**src/rtl/etroc2_fifo_word_packer.sv**
```systemverilog
// Repacks groups of four 40-bit ETROC2 FIFO words into five 32-bit words on a
// valid/ready stream. Partial groups are padded and emitted on flush or idle timeout.
module etroc2_fifo_word_packer #(
    parameter int unsigned FLUSH_TIMEOUT = 1024,
    parameter logic [39:0] PAD_WORD      = 40'hFFFFFFFFFF
) (
    input  logic        clk40,
    input  logic        reset,
    input  logic        enable,
    input  logic        flush,
    input  logic        fifo_empty,
    input  logic [39:0] fifo_dout,
    output logic        fifo_rd_en,
    output logic [31:0] dout,
    output logic        dout_valid,
    input  logic        dout_ready,
    output logic        busy,
    output logic [31:0] group_count,
    output logic [15:0] pad_count
);

    typedef enum logic {FILL, EMIT} packerState_t;

    packerState_t state;
    logic [2:0]   loaded;
    logic         inflight;
    logic         flushPending;
    logic [2:0]   wordIdx;
    logic [31:0]  timeoutCnt;

    logic [2:0]   occupancy;
    logic         timeoutCounting;
    logic         timeoutHit;
    logic         flushReq;
    logic         padNow;
    logic [16:0]  padSum;
    logic [159:0] groupBits;
    logic [31:0]  word [5];

    assign occupancy = loaded + {2'b00, inflight};

    // Gating with reset keeps the read strobe quiet while reset is held.
    assign fifo_rd_en = reset && (state == FILL) && enable && !fifo_empty
                        && (occupancy < 3'd4) && !flushPending;

    assign timeoutCounting = (state == FILL) && (loaded != 3'd0) && (loaded < 3'd4) && fifo_empty;
    assign timeoutHit      = (FLUSH_TIMEOUT != 0) && timeoutCounting
                             && (timeoutCnt == 32'(FLUSH_TIMEOUT) - 32'd1);
    assign flushReq        = (flush || timeoutHit) && (state == FILL) && (occupancy != 3'd0);
    assign padNow          = (state == FILL) && flushPending && !inflight && (loaded < 3'd4);
    assign padSum          = {1'b0, pad_count} + 17'(3'd4 - loaded);

    assign busy = (loaded != 3'd0) || inflight || (state == EMIT);

    genvar gi;
    for (gi = 0; gi < 4; gi++) begin : slotGen
        logic [39:0] s;
        always_ff @(posedge clk40) begin
            if (!reset) begin
                s <= '0;
            end else if (state == FILL && inflight && loaded == 3'(gi)) begin
                s <= fifo_dout;
            end else if (padNow && loaded <= 3'(gi)) begin
                s <= PAD_WORD;
            end
        end
    end

    assign groupBits = {slotGen[0].s, slotGen[1].s, slotGen[2].s, slotGen[3].s};

    for (gi = 0; gi < 5; gi++) begin : wordGen
        assign word[gi] = groupBits[159 - 32*gi -: 32];
    end

    always_ff @(posedge clk40) begin
        if (!reset) begin
            state        <= FILL;
            loaded       <= 3'd0;
            inflight     <= 1'b0;
            flushPending <= 1'b0;
            wordIdx      <= 3'd0;
            timeoutCnt   <= '0;
            dout         <= '0;
            dout_valid   <= 1'b0;
            group_count  <= '0;
            pad_count    <= '0;
        end else begin
            inflight <= fifo_rd_en;
            case (state)
                FILL: begin
                    wordIdx <= 3'd0;
                    if (fifo_rd_en || timeoutHit) begin
                        timeoutCnt <= '0;
                    end else if (timeoutCounting) begin
                        timeoutCnt <= timeoutCnt + 32'd1;
                    end
                    if (flushReq) begin
                        flushPending <= 1'b1;
                    end
                    // A landing word takes priority; padding waits for inflight to clear.
                    if (inflight) begin
                        loaded <= loaded + 3'd1;
                        if (loaded == 3'd3) begin
                            state      <= EMIT;
                            timeoutCnt <= '0;
                        end
                    end else if (padNow) begin
                        loaded     <= 3'd4;
                        pad_count  <= padSum[16] ? 16'hFFFF : padSum[15:0];
                        state      <= EMIT;
                        timeoutCnt <= '0;
                    end
                end
                EMIT: begin
                    timeoutCnt <= '0;
                    if (!dout_valid) begin
                        dout       <= word[0];
                        dout_valid <= 1'b1;
                    end else if (dout_ready) begin
                        if (wordIdx == 3'd4) begin
                            dout_valid   <= 1'b0;
                            group_count  <= group_count + 32'd1;
                            loaded       <= 3'd0;
                            flushPending <= 1'b0;
                            state        <= FILL;
                        end else begin
                            wordIdx <= wordIdx + 3'd1;
                            dout    <= word[wordIdx + 3'd1];
                        end
                    end
                end
                default: state <= FILL;
            endcase
        end
    end

endmodule

```
**config.mk**
```make
export PLATFORM = sky130hd
export DESIGN_NAME = etroc2_fifo_word_packer
export DESIGN_NICKNAME = d
export VERILOG_FILES = /design/src/rtl/etroc2_fifo_word_packer.sv
export SDC_FILE = /design/constraint.sdc
export NUM_CORES = 1
export LEC_CHECK = 0
export CAP_MARGIN = 20
export CORE_ASPECT_RATIO = 1.5
export CORE_MARGIN = 8
export CORE_UTILIZATION = 40
export CTS_CLUSTER_SIZE = 28
export DETAILED_ROUTE_END_ITERATION = 10
export GPL_ROUTABILITY_DRIVEN = 1
export PLACE_DENSITY = 0.63
export SLEW_MARGIN = 5
export SYNTH_ARGS = -nofsm -noshare
export SYNTH_HDL_FRONTEND = slang
export SYNTH_SLANG_ARGS = --single-unit
```
**constraint.sdc**
```tcl
create_clock -name clk40 -period 3.8 [get_ports clk40]
set_input_delay 0.57 -clock clk40 [delete_from_list [all_inputs] [get_ports clk40]]
set_output_delay 0.57 -clock clk40 [all_outputs]
set_load 0.03 [all_outputs]
```
==> out/results.txt, run 1 <==
The flow ran to the end, and the final reports show no timing, DRC or antenna violations. The slowest library cell on the worst path is dfxtp_1. The relative slew slack was 33.7%. The net count of the finished layout is 1,336. Data on the critical path arrives at its endpoint at 3.75 ns. In this run the static leakage power is 5.46 nW.

Sequential cells were found to cover 45.1% of the synthesized design area. Of the cells placed in the final design, the portion with a size suffix greater than 1 is 23.1%. The largest net degree at the start of global routing was 219; the Yosys warning count was 0. The critical path is of the reg2reg type.

For the overall routing resource usage, the log shows 19.6%. Per report_power, the sequential group accounts for 45.5% of the total. Violation count after the first detailed-routing iteration: 748. Setup violations remaining at the end of the flow were counted as 0.

STA puts the critical path data required time at 4.24 ns. The chip height came out at 233 microns. The initial antenna violation count is 0.

The internal power is 5.53 mW, and the mean post-synth cell area is 10.7 sq um. Buffers inserted to repair hold after CTS numbered 0. For the part of the power in combinational logic, the log shows 15.5%.

Net switching is 26.6% of the power. The average vias per placed instance came out at 5.95. The placeable core region is 30,900 sq um, and the number of failing hold endpoints at the final stage is 0. The row count is 79. The run gives 1,173 as the post-synthesis instance total.

In this run the cell area of the synthesized design comes to 12,500 sq um. The tools report the overall via count from detail_route as 10,000. The share of Yosys cell area claimed by the top area cell type is 45.1%.

The remaining antenna violation count after routing is 0. Among the stages of the critical path, the cell type that occurs most often is a21oi_1. The maximum clock frequency came out at 0.302 GHz. The worst ir drop on vdd is 0.000301 V, and the count of buffers inserted at the top-level ports is 128. The smallest clock period supported by the final layout is computed as 3.31 ns. The logs give 0.49 ns for the flop-to-flop setup slack and 0 ns for the final sum of negative setup slack.

Synthesis inferred 282 register bits. After global routing the overflow that remains totals 0. TritonCTS built the clock tree.

The biggest area contributor in the post-synthesis netlist is dfxtp_1. Critical-path maximum fanout: 10. The first global-routing pass estimated 59,100 microns of wire. Counting every net in the synthesized netlist gives 1,250.

The number of primary I/O pins came out at 129. The worst register-to-register path has a depth of 10. The reg-to-reg endpoint is pad_count[15]$_SDFFE_PN0P_. Dividing the detail-routed wire length by the instance count gives 22.5 microns. The number of buffers created by CTS was 27. The width of the die works out to 160 microns.

At the pin with the least slew margin, the transition time is 0.994 ns. The synthesized design contains 0 enable-type register cells. On the final layout, the worst clock skew is 0.00887 ns.

The tools report the start point of the worst hold path as reset. Number of buffer and inverter instances along the worst setup path: 2. The level count of the clock H-tree was 1; the number of diodes was 0. Across the run, the number of max-cap violations was 0. The clock latency on the worst-skew pair came out at 0.56 ns. Clock tree synthesis found a total of 282 sinks.

After layout, the worst path uses 87.1% of the clock period. The worst path meets setup with 0.490 ns of slack. The clock passes through at most 3 buffers. The path with the worst hold slack has its endpoint at wordIdx[0]$_SDFFE_PN0P_.

The number of cells on the worst hold path is 3. The cell family with the largest share of critical-path delay is compound AO/OA/AOI/OAI gates. In this run the critical register-to-register path is launched from loaded[2]$_SDFFE_PN0P_. The number of remaining DRC errors is 0. The prevailing post-synth register cell was dfxtp_1.

Largest stage delay on the critical path: 0.66 ns. The full die area came out at 37,300 sq um. Timing analysis after detailed placement gives a worst setup slack of 0.571 ns. Setup repair after global routing left no endpoint under its margin. In this run the power spent charging and discharging nets is 2.00 mW. The routed design has 37,800 microns of wire. CTS placed an instance of clkbuf_16 at the clock tree root. Number of post-CTS setup repair buffers: 0.

Excluding fillers, the count of instances in the completed layout stands at 1,683. The via count of the first global-routing pass is 10,200. STA classifies the critical path endpoint as a flop. The run gives 59 as the number of different library cells in the post-synthesis netlist. Path class of the lowest-slack min-delay path: in2reg.

The count of final max-slew check failures was 0; the number of optimization iterations in the first detailed-route pass was 5. The tools report the sum of net half-perimeters after detailed placement as 24,600 microns. Clock-pin transition on the worst setup and hold timing paths: 0.07 ns. The critical path goes through o21ai_0 > inv_1 > ha_1 > a21oi_1 > nor2_1 > a211oi_1 > a21oi_1 > nor2_2 > buf_4 > a31oi_1.

In the synthesized netlist the async set-or-reset flop fraction comes to 0%. Ranked by total cell area, the synthesized netlist is headed by dfxtp_1 (45%), o221a_2 (14%), mux4_2 (5.8%), ha_1 (3.0%), xnor2_1 (2.8%). Part of the power in the clock network: 39.0%.

The last weighted congestion value of the routability-driven placer was 0.832; the power density of the placed cells was 498 nW/um^2. Compared with the post-synthesis result, the final layout area differs by 20.8%. For this configuration, the core starts out at a cell density of 40.4%. Post-CTS repair changed the size of 0 cells. The run gives 1,635 as the number of placed cells counting well taps.

STA classifies the critical path startpoint as a flop.
==> worst min-delay path: cells and delay by family <==
family,cells,cell delay [ns]
buffers and inverters,1,0.11
and+or+nand+nor,2,0.24
==> worst max-delay path by stage <==
| stage | from | end | slack, ns | cells after the start |
|---|---|---|---|---|
| 6_report | loaded[2]$_SDFFE_PN0P_ | pad_count[15]$_SDFFE_PN0P_ | 0.49 | 10 |
| 5_1_grt | loaded[2]$_SDFFE_PN0P_ | pad_count[14]$_SDFFE_PN0P_ | 0.18 | 10 |
| 4_1_cts | loaded[2]$_SDFFE_PN0P_ | pad_count[14]$_SDFFE_PN0P_ | 0.55 | 10 |
| 3_5_place_dp | loaded[2]$_SDFFE_PN0P_ | pad_count[14]$_SDFFE_PN0P_ | 0.57 | 10 |
| 3_3_place_gp | loaded[2]$_SDFFE_PN0P_ | pad_count[14]$_SDFFE_PN0P_ | 0.71 | 10 |
| 2_1_floorplan | loaded[0]$_SDFFE_PN0P_ | pad_count[10]$_SDFFE_PN0P_ | 1.16 | 12 |
==> cell families after synthesis <==
logic type	after synthesis	share of synthesized area [%]
XOR/XNOR	72	5.04
multiplexers	36	6.08
AO/OA/AOI/OAI	354	24.4
AND/OR/NAND/NOR	284	12.2
adder cells (fa/ha/maj)	31	3.16
flip-flops	282	45.1
buffers and inverters	114	4.00
==> sequential cells by signal, summed over array words and instances, names as in the netlist <==
signal        count
slotGen.s       160
dout             32
group_count      32
timeoutCnt       32
pad_count        16
loaded            3
wordIdx           3
dout_valid        1
flushPending      1
inflight          1
state             1
==> layout by cell type (no fill, tap or decap), types with 5 or more instances in the layout <==
cell type,n
xnor2_1,39
mux4_2,32
nand3_1,26
nand4_1,22
clkbuf_8,8
dfxtp_1,280
a22o_1,32
nand2_1,50
a21boi_0,6
clkdlybuf4s50_1,127
nor2_1,87
buf_4,22
and3_1,8
and4_1,5
o21ai_0,35
a22oi_1,32
inv_1,19
ha_1,30
nor3_1,6
nor4_1,5
nor2b_1,7
o221a_2,160
xor2_1,32
a211oi_1,5
and2_1,32
a21oi_1,62
clkbuf_16,27
==> per-stage QoR <==
step | cell area (sq um) | power, mW | hold WS [ns] | utilization (%)
final | 15100 | 7.53 | 0.406 | 48.8
after floorplan | 12500 | 4.25 | 0.466 | -
after global routing | 15100 | 7.82 | 0.422 | 48.8
after global placement | 14100 | 4.64 | 0.461 | 45.7
after detailed placement | 14100 | 4.65 | 0.464 | 45.7
after CTS | 15100 | 7.58 | 0.379 | 48.8
==> power by group through the flow <==
stage | clock (mW) | sequential, mW | combinational, mW
2_1_floorplan | 0 | 3.48 | 0.769
3_3_place_gp | 0 | 3.48 | 1.15
3_5_place_dp | 0 | 3.49 | 1.17
4_1_cts | 2.98 | 3.43 | 1.17
5_1_grt | 3.10 | 3.46 | 1.26
6_report | 2.93 | 3.43 | 1.17
==> cells in the mapped netlist (all sizes together) (5+ instances only) <==
cell type and count:
a22o 32, a21boi 8, ha 30, a211oi 5
nand3 28, and3 10, and2 34, nor2 90
a22oi 32, nor4 10, and4 8, nor3 9
nand2 50, dfxtp 282, nor2b 7, buf 29
o221a 160, clkbuf 66, mux4 32, a21oi 65
nand4 24, xnor2 40, inv 19, o21ai 36
xor2 32
==> layout make-up <==
| type | count | area, sq um |
|---|---|---|
| Sequential cell | 282 | 5650 |
| Clock buffer | 38 | 797 |
| Timing Repair Buffer | 152 | 1490 |
| Multi-Input combinational cell | 777 | 6430 |
| Inverter | 19 | 71.3 |
| Tap cell | 405 | 507 |
| Fill cell | 2841 | 15800 |
| Clock inverter | 10 | 170 |
==> per-layer routing <==
metal	share of wire (%)	up-vias	track usage, %
met5	0	-	0
met3	6.5	85	4.32
met2	50	328	34.5
met4	4.2	0	8.93
met1	39	4934	22.4
li1	-	4666	-
Power figures use the tool's default switching activity.
==> run 2, diff against run 1 <==
CORE_UTILIZATION = 57   (was 40)
PLACE_DENSITY = 0.8   (was 0.63)
==> run 2 against run 1 <==
Effect of this change: cell count shrank 8.1%; critical path depth shrank 1; first-iteration DRC count grew 37%; global-route usage grew 6.4 points; largest cell class unchanged; sequential share of layout area grew 0.74 points; die area shrank 28%; via count grew 2.6%; non-clock buffer count shrank 2; utilization grew 20 points.
==> out/results.txt, run 2 (same netlist as run 1, synthesis figures left out) <==
Once the clock tree was built, the setup fixing pass inserted 0 buffers. The initial core utilization was 57.8%. In this run the count of I/O pins placed on the die edge is 129. The register with the most flip-flops in the layout has 160 of them. The number of buffers inserted by hold repair at cts was 0. Among all stages on the critical path, the largest delay is contributed by dfxtp_1. For this design the ratio of total power to cell area is 490 nW/um^2.

The tools report the filler cell count in the final layout as 1,616. The final cycle utilization of the critical path works out to 89.4%. Clock-pin slew was measured on the worst setup and hold paths at 0.07 ns. For the initial antenna violation count, the log shows 2.

For this block, the routed nets add up to 36,100 microns of wire. The tools report the share of the core filled with cells in the final layout as 68.5%. At the placement stage, the worst setup path has a slack of 0.421 ns.

The worst setup path is captured at a flop. Buffer levels on the longest clock path: 3. The first routing iteration left 1,025 violations. In this run the static leakage power is 5.40 nW. The most common cell after layout, fill and taps aside was dfxtp_1. The clock latency on the worst-skew pair is 0.54 ns. Ranked by flip-flop count, first place goes to slotGen.s.

Last weighted congestion value of the routability-driven placer: 0.879. For the worst setup path, the data required time is 4.17 ns. Broken down by cell family, the worst path's largest delay share belongs to compound AO/OA/AOI/OAI gates. For this design, the sink count on the clock tree is 282. The width of the die was 137 microns. TritonCTS built the clock tree. The number of placed cells counting well taps is 1,499, and the relative slew slack is 53.8%. Row generation in the floorplan step produced 66 rows. Share of layout cells above drive strength 1: 22.6%. Across the routed clock network, the largest skew measured is 0.0148 ns. The critical path runs through a total of 9 cells. The number of nets in the layout is 1,334, and the sum of net half-perimeters after detailed placement is 23,100 microns. The setup slack of the critical path after layout was 0.401 ns; the measured slew at the worst slew-check pin was 0.692 ns.

Once placement finished, the instance area stood at 13,900 sq um. For the placeable core region, the log shows 21,600 sq um. Static timing analysis puts the maximum clock frequency at 0.294 GHz. For this run, design rule violations remaining after detail routing come to 0.

The number of failing hold endpoints at the final stage came out at 0. The top cell types in the final layout, fill and taps aside, are dfxtp_1 (280), o221a_2 (160), clkdlybuf4s50_1 (127). The run gives 56,500 microns as the first-pass GRT wire length. Traced cell by cell, the critical path runs through o21ai_0 > inv_1 > ha_1 > a21oi_1 > nor2_1 > a211oi_1 > a21oi_1 > nor2_2 > a31oi_1. The level count of the clock H-tree is 1, and the via count of the first global-routing pass is 10,200. From bottom edge to top edge, the die measures 197 microns. Of all nets on the critical path, the largest fanout is 14. The final sum of negative setup slack was 0 ns. Summing all multi-input logic gate instances after layout gives 6430 sq um.

In this run the remaining antenna-violating nets after routing total 0. The tools report the count of final max-slew check failures as 0. The number of cells on the worst hold path works out to 2. STA classifies the critical path startpoint as a flop.

The tools report the reported max-cap violation count as 0. The number of buffer and inverter instances along the worst setup path works out to 1. The worst register-to-register path has a depth of 9. The flop-to-flop setup slack was 0.40 ns.

The average wire length per cell after detail routing is 23.4 microns, and the largest stage delay on the critical path is 0.66 ns. The quantity of gates resized following cts is 0. The final cell area excluding filler cells came out at 14,800 sq um. The area added between synthesis and finish works out to 18.4%.

The routed design could run at a clock period as short as 3.40 ns. Summed over all layers, the global routing overflow is 0. The run gives 0 as the number of setup violations in the final report. The classification of the worst setup path was reg2reg. Among the stages of the critical path, the cell type that occurs most often is a21oi_1. During placement, the flow inserted port buffers numbering 128. Setup repair after global routing left no endpoint under its margin. IR analysis of the VDD net gives a maximum drop of 0.000392 V.

Entering global routing, the biggest net connects 120 pins. Dividing the detail-routed via count by the number of cells gives 6.64. The number of buffers created by CTS was 27. In the final layout, flip-flops and latches occupy 5650 sq um. The min-delay analysis places its worst path in the category in2reg.

The filler-free cell count of the finished design is 1,547, and the full die area is 27,000 sq um. Data arrival time of the worst path: 3.77 ns. The number of optimization iterations in the first detailed-route pass was 5. Summing over every cut layer, the via total after detailed routing is 10,300.

Clock root buffer: clkbuf_16. The tools report the overall routing resource usage as 26.0%. The flow ran to the end, and the final reports show no timing, DRC or antenna violations.
[run 2: cell types whose count changed in the layout (fill, tap and decap cells not counted), sizes merged]
cell,delta
clkinvlp,-2
buf,-2
diode,+1
bufinv,-2
clkinv,+3
clkbuf,-1
[run 2: path summary, 6_finish.rpt]
kind / start / end
max reg2reg: loaded[2]$_SDFFE_PN0P_ / pad_count[15]$_SDFFE_PN0P_
min: reset / flushPending$_SDFFE_PN0P_
max: loaded[2]$_SDFFE_PN0P_ / pad_count[15]$_SDFFE_PN0P_
min reg2reg: dout[31]$_SDFFE_PN0P_ / dout[31]$_SDFFE_PN0P_
[run 2: where the power goes]
part / total (mW) / internal [mW] / switching, mW
logic: 1.19 / 0.557 / 0.632
clock network: 2.65 / 1.52 / 1.13
registers: 3.42 / 3.23 / 0.191
total: 7.26 / 5.31 / 1.95
[run 2: routing by layer]
metal | vias to the layer above | GRT usage (%) | wire (microns)
li1 | 4675 | - | -
met1 | 5044 | 30.6 | 13900
met2 | 455 | 44.9 | 18100
met3 | 94 | 4.56 | 2610
met4 | 2 | 11.8 | 1500
met5 | - | 0 | 13
[run 2: final cells by class]
class / count / share of cell area, %
clock inverter: 9 / 0.692
multi-input combinational: 777 / 43.4
sequential: 282 / 38.1
clock buffer: 37 / 5.08
timing repair buffer: 150 / 9.91
antenna: 1 / 0.0169
tap: 272 / 2.30
inverter: 19 / 0.481
[run 2: per-stage QoR]
stage	hold WS [ns]	power, mW
finish	0.448	7.26
floorplan	0.466	4.25
global route	0.451	7.52
CTS	0.438	7.28
global placement	0.458	4.62
detailed placement	0.461	4.64
==> run 3, diff against run 2 <==
SKIP_LAST_GASP = 1   (was unset)
==> results of run 3 <==
Same layout as run 2: the final DEF is identical, and so are final timing and power.
